## config.mk

```make
export PLATFORM = sky130hd
export DESIGN_NAME = vga_sync_monitor
export DESIGN_NICKNAME = d
export VERILOG_FILES = /design/src/rtl/vga_sync_monitor.sv
export SDC_FILE = /design/constraint.sdc
export NUM_CORES = 1
export LEC_CHECK = 0
export ABC_AREA = 1
export CAP_MARGIN = 25
export CORE_MARGIN = 2
export CORE_UTILIZATION = 55
export CTS_CLUSTER_SIZE = 12
export DETAILED_ROUTE_END_ITERATION = 7
export PLACE_DENSITY = 0.8
export SYNTH_ARGS = -nofsm -noshare
export SYNTH_HDL_FRONTEND = slang
export SYNTH_SLANG_ARGS = --single-unit
```

## constraint.sdc

```tcl
create_clock -name clk -period 4.9 [get_ports clk]
set_input_delay 0.98 -clock clk [delete_from_list [all_inputs] [get_ports clk]]
set_output_delay 0.98 -clock clk [all_outputs]
set_load 0.05 [all_outputs]
```

## src/rtl/vga_sync_monitor.sv

```systemverilog
// VGA timing monitor: locks onto incoming h/v sync, tracks pixel/line position,
// and raises sticky flags for period, width and blanking-colour violations.
module vga_sync_monitor #(
    parameter int unsigned H_ACTIVE = 640,
    parameter int unsigned H_FP     = 16,
    parameter int unsigned H_SYNC   = 96,
    parameter int unsigned H_BP     = 48,
    parameter int unsigned V_ACTIVE = 480,
    parameter int unsigned V_FP     = 10,
    parameter int unsigned V_SYNC   = 2,
    parameter int unsigned V_BP     = 33,
    parameter bit          SYNC_POL = 1'b0,
    parameter int unsigned COLOR_W  = 4,
    parameter int unsigned FRAME_W  = 16
) (
    input  logic               clk,
    input  logic               rst_n,
    input  logic               pix_en_i,
    input  logic               h_sync_i,
    input  logic               v_sync_i,
    input  logic [COLOR_W-1:0] red_i,
    input  logic [COLOR_W-1:0] green_i,
    input  logic [COLOR_W-1:0] blue_i,
    input  logic               clear_i,
    output logic               locked_o,
    output logic [FRAME_W-1:0] frame_cnt_o,
    output logic               err_hper_o,
    output logic               err_hwid_o,
    output logic               err_vper_o,
    output logic               err_vwid_o,
    output logic               err_blank_o,
    output logic               err_any_o
);

    localparam int unsigned H_TOTAL  = H_ACTIVE + H_FP + H_SYNC + H_BP;
    localparam int unsigned V_TOTAL  = V_ACTIVE + V_FP + V_SYNC + V_BP;
    localparam int unsigned HCNT_W   = $clog2(H_TOTAL + 1);
    localparam int unsigned VCNT_W   = $clog2(V_TOTAL + 1);
    localparam int unsigned H_ACT_LO = H_SYNC + H_BP;
    localparam int unsigned H_ACT_HI = H_SYNC + H_BP + H_ACTIVE;
    localparam int unsigned V_ACT_LO = V_SYNC + V_BP;
    localparam int unsigned V_ACT_HI = V_SYNC + V_BP + V_ACTIVE;

    typedef enum logic [1:0] {
        ST_SEARCH = 2'd0,
        ST_HSEEN  = 2'd1,
        ST_LOCKED = 2'd2
    } state_e;

    state_e              state_q, state_d;
    logic [HCNT_W-1:0]   hcnt_q, hcnt_d;
    logic [VCNT_W-1:0]   vcnt_q, vcnt_d;
    logic                h_prev_q, h_prev_d;
    logic                v_prev_q, v_prev_d;
    logic                v_hedge_q, v_hedge_d;
    logic                locked_q, locked_d;
    logic [FRAME_W-1:0]  frame_cnt_q, frame_cnt_d;
    logic                err_hper_q, err_hper_d;
    logic                err_hwid_q, err_hwid_d;
    logic                err_vper_q, err_vper_d;
    logic                err_vwid_q, err_vwid_d;
    logic                err_blank_q, err_blank_d;
    logic                err_any_q, err_any_d;

    logic h_asrt, v_asrt;
    logic h_rise, h_fall, v_rise, v_fall;
    logic in_lock, h_in, v_in, color_nz;
    logic hper_det, hwid_det, vper_det, vwid_det, blank_det, frame_inc;

    // Normalised sync levels and edges, qualified by the pixel strobe
    always_comb begin
        h_asrt = (h_sync_i == SYNC_POL);
        v_asrt = (v_sync_i == SYNC_POL);
        h_rise = pix_en_i &  h_asrt & ~h_prev_q;
        h_fall = pix_en_i & ~h_asrt &  h_prev_q;
        v_rise = pix_en_i &  v_asrt & ~v_prev_q;
        v_fall = pix_en_i & ~v_asrt &  v_prev_q;
    end

    // Position counters; vcnt only advances at line starts
    always_comb begin
        hcnt_d    = hcnt_q;
        vcnt_d    = vcnt_q;
        h_prev_d  = h_prev_q;
        v_prev_d  = v_prev_q;
        v_hedge_d = v_hedge_q;
        if (pix_en_i) begin
            h_prev_d = h_asrt;
            v_prev_d = v_asrt;
            if (h_rise) begin
                hcnt_d = '0;
            end else if (hcnt_q != HCNT_W'(H_TOTAL)) begin
                hcnt_d = hcnt_q + HCNT_W'(1);
            end
            if (h_rise) begin
                v_hedge_d = v_asrt;
                if (v_asrt && !v_hedge_q) begin
                    vcnt_d = '0;
                end else if (vcnt_q != VCNT_W'(V_TOTAL)) begin
                    vcnt_d = vcnt_q + VCNT_W'(1);
                end
            end
        end
    end

    // Violation detectors; position checks use the current sample's coordinates
    always_comb begin
        in_lock   = (state_q == ST_LOCKED);
        h_in      = (hcnt_d >= HCNT_W'(H_ACT_LO)) && (hcnt_d < HCNT_W'(H_ACT_HI));
        v_in      = (vcnt_d >= VCNT_W'(V_ACT_LO)) && (vcnt_d < VCNT_W'(V_ACT_HI));
        color_nz  = (|red_i) | (|green_i) | (|blue_i);
        hper_det  = in_lock & h_rise & (hcnt_q != HCNT_W'(H_TOTAL - 1));
        hwid_det  = in_lock & h_fall & (hcnt_d != HCNT_W'(H_SYNC));
        vper_det  = in_lock & v_rise & (vcnt_q != VCNT_W'(V_TOTAL - 1));
        vwid_det  = in_lock & v_fall & (vcnt_d != VCNT_W'(V_SYNC));
        blank_det = in_lock & pix_en_i & color_nz & ~(h_in & v_in);
        frame_inc = in_lock & v_rise & ~hper_det & ~vper_det;
    end

    // FSM state register
    always_ff @(posedge clk or negedge rst_n) begin
        if (!rst_n) begin
            state_q <= ST_SEARCH;
        end else begin
            state_q <= state_d;
        end
    end

    // FSM next state
    always_comb begin
        state_d = state_q;
        case (state_q)
            ST_SEARCH: if (h_rise)          state_d = ST_HSEEN;
            ST_HSEEN:  if (h_rise & v_rise) state_d = ST_LOCKED;
            ST_LOCKED: if (hper_det | vper_det) state_d = ST_SEARCH;
            default:                        state_d = ST_SEARCH;
        endcase
    end

    // FSM outputs: a new error in the clearing sample still lands in the flag
    always_comb begin
        locked_d    = (state_d == ST_LOCKED);
        frame_cnt_d = frame_cnt_q;
        err_hper_d  = err_hper_q;
        err_hwid_d  = err_hwid_q;
        err_vper_d  = err_vper_q;
        err_vwid_d  = err_vwid_q;
        err_blank_d = err_blank_q;
        if (pix_en_i && clear_i) begin
            frame_cnt_d = '0;
            err_hper_d  = 1'b0;
            err_hwid_d  = 1'b0;
            err_vper_d  = 1'b0;
            err_vwid_d  = 1'b0;
            err_blank_d = 1'b0;
        end else if (frame_inc) begin
            frame_cnt_d = frame_cnt_q + FRAME_W'(1);
        end
        err_hper_d  = err_hper_d  | hper_det;
        err_hwid_d  = err_hwid_d  | hwid_det;
        err_vper_d  = err_vper_d  | vper_det;
        err_vwid_d  = err_vwid_d  | vwid_det;
        err_blank_d = err_blank_d | blank_det;
        err_any_d   = err_hper_d | err_hwid_d | err_vper_d | err_vwid_d | err_blank_d;
    end

    // Datapath and output registers
    always_ff @(posedge clk or negedge rst_n) begin
        if (!rst_n) begin
            hcnt_q      <= '0;
            vcnt_q      <= '0;
            h_prev_q    <= 1'b0;
            v_prev_q    <= 1'b0;
            v_hedge_q   <= 1'b0;
            locked_q    <= 1'b0;
            frame_cnt_q <= '0;
            err_hper_q  <= 1'b0;
            err_hwid_q  <= 1'b0;
            err_vper_q  <= 1'b0;
            err_vwid_q  <= 1'b0;
            err_blank_q <= 1'b0;
            err_any_q   <= 1'b0;
        end else begin
            hcnt_q      <= hcnt_d;
            vcnt_q      <= vcnt_d;
            h_prev_q    <= h_prev_d;
            v_prev_q    <= v_prev_d;
            v_hedge_q   <= v_hedge_d;
            locked_q    <= locked_d;
            frame_cnt_q <= frame_cnt_d;
            err_hper_q  <= err_hper_d;
            err_hwid_q  <= err_hwid_d;
            err_vper_q  <= err_vper_d;
            err_vwid_q  <= err_vwid_d;
            err_blank_q <= err_blank_d;
            err_any_q   <= err_any_d;
        end
    end

    assign locked_o    = locked_q;
    assign frame_cnt_o = frame_cnt_q;
    assign err_hper_o  = err_hper_q;
    assign err_hwid_o  = err_hwid_q;
    assign err_vper_o  = err_vper_q;
    assign err_vwid_o  = err_vwid_q;
    assign err_blank_o = err_blank_q;
    assign err_any_o   = err_any_q;

endmodule

```

==> summary.log <==
qor: clocking.post_cts_buffers 0
qor: pwr.power_frac_clock 0.239
qor: grt.gr-usage-met3 0.0452
qor: pwr.max-vdd-ir-drop 0.158 mV
qor: final_layout.fraction_of_layout_cells_with_a_size_suffix_above_1 0.0794
qor: routing.drc 0
qor: synth.yosysTopAreaCell dfrtp_1
qor: synth.avgSynthCellArea 6.92 sq um
qor: worst_setup_path.critical_path_class input port to register
qor: worst_setup_path.max_stage_delay 0.84 ns
qor: final_layout.nNetsFinal 514
qor: worst_setup_path.reg2reg_slack 2.62 ns
qor: sta.finalSetupViolations 0
qor: synth.syn-num-nets 478
qor: sta.slew_headroom 0.511
qor: clocking.total_clock_buffers_created_by_cts 5
qor: sta.finalHoldViolCount 0
qor: placement.port_buffers 40
qor: sta.report.final.slew_viol_count 0
qor: clocking.clkLatencyLatePin 0.30 ns
qor: sta.fin_skew 0.00914 ns
qor: worst_setup_path.worstReg2RegEnd frame_cnt_o[8]$_DFFE_PN0P_
qor: worst_setup_path.reg2reg_from h_prev_q$_DFFE_PN0P_
qor: synth.post_synthesis_compound_gate_area_fraction 0.0649
qor: hold_path.worst_hold_path_type register to register
qor: grt.first_global_vias 2852
qor: worst_setup_path.timing.critical_path.from pix_en_i
qor: final_layout.n_fill_cell 484
qor: grt.grt_use_met1 0.333
qor: worst_setup_path.arrival 3.67 ns
qor: synth.synth_xor_area_frac 0.0139
qor: synth.ys_seq_area_frac 0.382
qor: routing.detailedRoute.firstIterationViolations 252
qor: worst_setup_path.worst_setup_path_start_kind input port
qor: final_layout.flow.area_growth_from_synthesis 16.1%
qor: floorplan.floorplan.io_pins 41
qor: grt.grt_first_pass_wirelength 12300 microns
qor: floorplan.initial_core_util 0.571
qor: synth.post_synth_main_area_contributors dfrtp_1, nand2_1, nand3_1
qor: pwr.comb_power_share 0.285
qor: worst_setup_path.critPathMostFrequentCell nand2_1
qor: clocking.clockBufferDepth 2
qor: synth.yosysTopAreaCellShare 0.382
qor: worst_setup_path.end_kind register
qor: hold_path.hold_depth 1
qor: routing.drt_first_pass_iters 4
qor: clocking.cts.hold.buffers_added 0
qor: pwr.total_internal_power 0.663 mW
qor: sta.final_min_period_over_clock_period 0.702
qor: synth.netlist_top_cells_count nand2_1, inv_1, dfrtp_1, nand3_1, nor2_1
qor: sta.finalCriticalPeriod 3.44 ns
qor: synth.synth_top_family_by_area simple AND/OR/NAND/NOR gates
qor: synth.synth.ff_latch_count 48
qor: clocking.worst_setup_hold_path_clk_slew 0.09 ns
qor: synth.syn_area 0.00314 sq mm
qor: floorplan.placement_rows 27
qor: routing.avgViaCountPerCell 5.30
qor: pwr.p_sw 0.392 mW
qor: pwr.power.density_cell_area 289 mW/mm^2
qor: hold_path.min_from state_q[1]$_DFF_PN0_
qor: placement.gp_routability_congestion 0.900
qor: sta.worst_hold_slack 0.434 ns
qor: routing.sum_of_routed_wire_length_over_all_layers 7210 microns
qor: clocking.cts_root_buffer clkbuf_8
qor: floorplan.die-area 0.00634 sq mm
qor: synth.asyncSetResetFlopFracSynth 1.00
qor: sta.rsz0062_at_grt no
qor: synth.ys.flop_type dfrtp_1
qor: worst_setup_path.reg2reg_path_depth 13
qor: synth.number_of_enable_flip_flop_cells_after_synthesis 0
qor: grt.met2_usage 0.396
qor: worst_setup_path.critical_path.slowest_cell clkdlybuf4s50_1
qor: status.status finished, final reports clean
qor: placement.dp.final_hpwl 5530 microns
qor: worst_setup_path.critical_path.cell_chain clkdlybuf4s50_1 -> nand3_2 -> inv_2 -> o211ai_2 -> nand2_1 -> inv_2 -> nand2_2 -> nand2_4 -> nand2_1 -> inv_1 -> nand2_1 -> nand2_1 -> a21boi_1
qor: pwr.power.total 1.05 mW
qor: synth.post_synth_inst_count 454
qor: synth.synth_simple_gate_area_frac 0.406
qor: pwr.seq_power_share 0.475
qor: floorplan.die_height 79.6 microns
qor: synth.synth-adder-area-share 0.0239
qor: grt.global_route.overflow_total 0
qor: grt.gr-max-usage-layer met2
qor: grt.antenna_violations_before_repair 0
qor: worst_setup_path.cp.required 5.13 ns
qor: grt.grt_start_max_net_pins 49
qor: sta.achievable-frequency 291 MHz
qor: routing.ant_nets 0
qor: clocking.htree_levels 2
qor: floorplan.floorplan.core_area 0.00551 sq mm
qor: hold_path.worstHoldEndpoint state_q[0]$_DFF_PN0_
qor: synth.ys.warnings.count 0
qor: placement.placed_cells 555
qor: floorplan.die_width 79.6 microns
qor: sta.setup_tns 0 ns
qor: routing.via_count 2984
qor: flow_run.max-cap-violations 0
qor: worst_setup_path.worstPathMaxFanout 22
qor: synth.yosysMostFrequentCell nand2_1
qor: clocking.clock_sinks 48
qor: pwr.power.switching_fraction 0.372
qor: final_layout.antenna_cells_inserted 0
qor: pwr.leakage 1.79 nW
qor: synth.synth_mux_area_frac 0
qor: clocking.cts_tree built
qor: final_layout.final_cells 563
qor: routing.wl_per_cell 12.8 microns
qor: sta.tightest_slew 0.732 ns
qor: synth.synth.distinct_cells 36
qor: grt.grt_util_all_layers 0.245
qor: clocking.post_cts.resized_instances 0
==> per-layer routing <==
layer,part of all wire,up-vias
li1,-,1523
met1,0.46,1370
met3,0.046,10
met5,0,-
met4,0.014,0
met2,0.48,81
==> flip-flops by register name, summed over array words and instances, names as in the netlist <==
| name | cells |
|---|---|
| v_hedge_q | 1 |
| err_vwid_o | 1 |
| hcnt_q | 10 |
| err_hwid_o | 1 |
| err_blank_o | 1 |
| err_any_o | 1 |
| locked_o | 1 |
| err_hper_o | 1 |
| state_q | 2 |
| vcnt_q | 10 |
| err_vper_o | 1 |
| frame_cnt_o | 16 |
| h_prev_q | 1 |
| v_prev_q | 1 |
==> how the worst max path moves through the flow <==
| stage | end | slack [ns] | cells past startpoint |
|---|---|---|---|
| 2_1_floorplan | err_any_o$_DFF_PN0_ | 2.67 | 14 |
| 3_3_place_gp | frame_cnt_o[8]$_DFFE_PN0P_ | 1.31 | 13 |
| 3_5_place_dp | frame_cnt_o[8]$_DFFE_PN0P_ | 1.16 | 13 |
| 4_1_cts | frame_cnt_o[8]$_DFFE_PN0P_ | 1.48 | 13 |
| 5_1_grt | frame_cnt_o[8]$_DFFE_PN0P_ | 1.19 | 13 |
| 6_report | frame_cnt_o[8]$_DFFE_PN0P_ | 1.46 | 13 |
==> power groups by stage <==
| stage | Clock, mW | Combinational (mW) | Sequential [mW] |
|---|---|---|---|
| after floorplan | 0 | 0.220 | 0.511 |
| after global placement | 0 | 0.292 | 0.505 |
| after detailed placement | 0 | 0.301 | 0.507 |
| after CTS | 0.259 | 0.303 | 0.500 |
| after global routing | 0.279 | 0.342 | 0.510 |
| final | 0.253 | 0.301 | 0.501 |
==> per-stage QoR <==
step	setup slack [ns]	util	instance area [sq um]
6_report	1.46	0.663	3650
5_1_grt	1.19	0.663	3650
4_1_cts	1.48	0.663	3650
3_5_place_dp	1.16	0.645	3550
3_3_place_gp	1.31	0.645	3550
2_1_floorplan	2.67	-	3140
==> layout by cell type, fill, tap and decap left out, drive strengths merged <==
master and n:
nand2 145, inv 70, nand3 51, dfrtp 48, nor2 48, clkdlybuf4s50 39
o21ai 20, nand4 15, nor3 8, a21oi 6, ha 6, clkbuf 6
nor4 6, xor2 4, nand3b 4, a21boi 2, a22o 2, and2 2
buf 2, xnor2 1, a211oi 1, o211ai 1, a31oi 1, o21bai 1
o31ai 1, clkinv 1
==> critical path, delay by kind of cell <==
kind | cells | cell delay [ns]
simple gates | 7 | 1.07
buf+inv | 4 | 1.31
compound gates | 2 | 0.29
==> logic make-up after synthesis <==
kind of cell / Yosys count
simple gates: 279
compound gates: 35
xor+xnor: 5
fa+ha+maj: 6
buf+inv: 81
flops: 48
==> area by class of cell <==
class                      instances  area [sq um]  area share
clock buffer                       6          82.6      0.0226
clock inverter                     2          13.8     0.00377
inverter                          69           259      0.0710
multi-input combinational        325          1600       0.438
sequential                        48          1200       0.329
tap                               72          90.1      0.0247
timing repair buffer              41           403       0.110
Note: power is estimated with default switching activity, not from simulation.
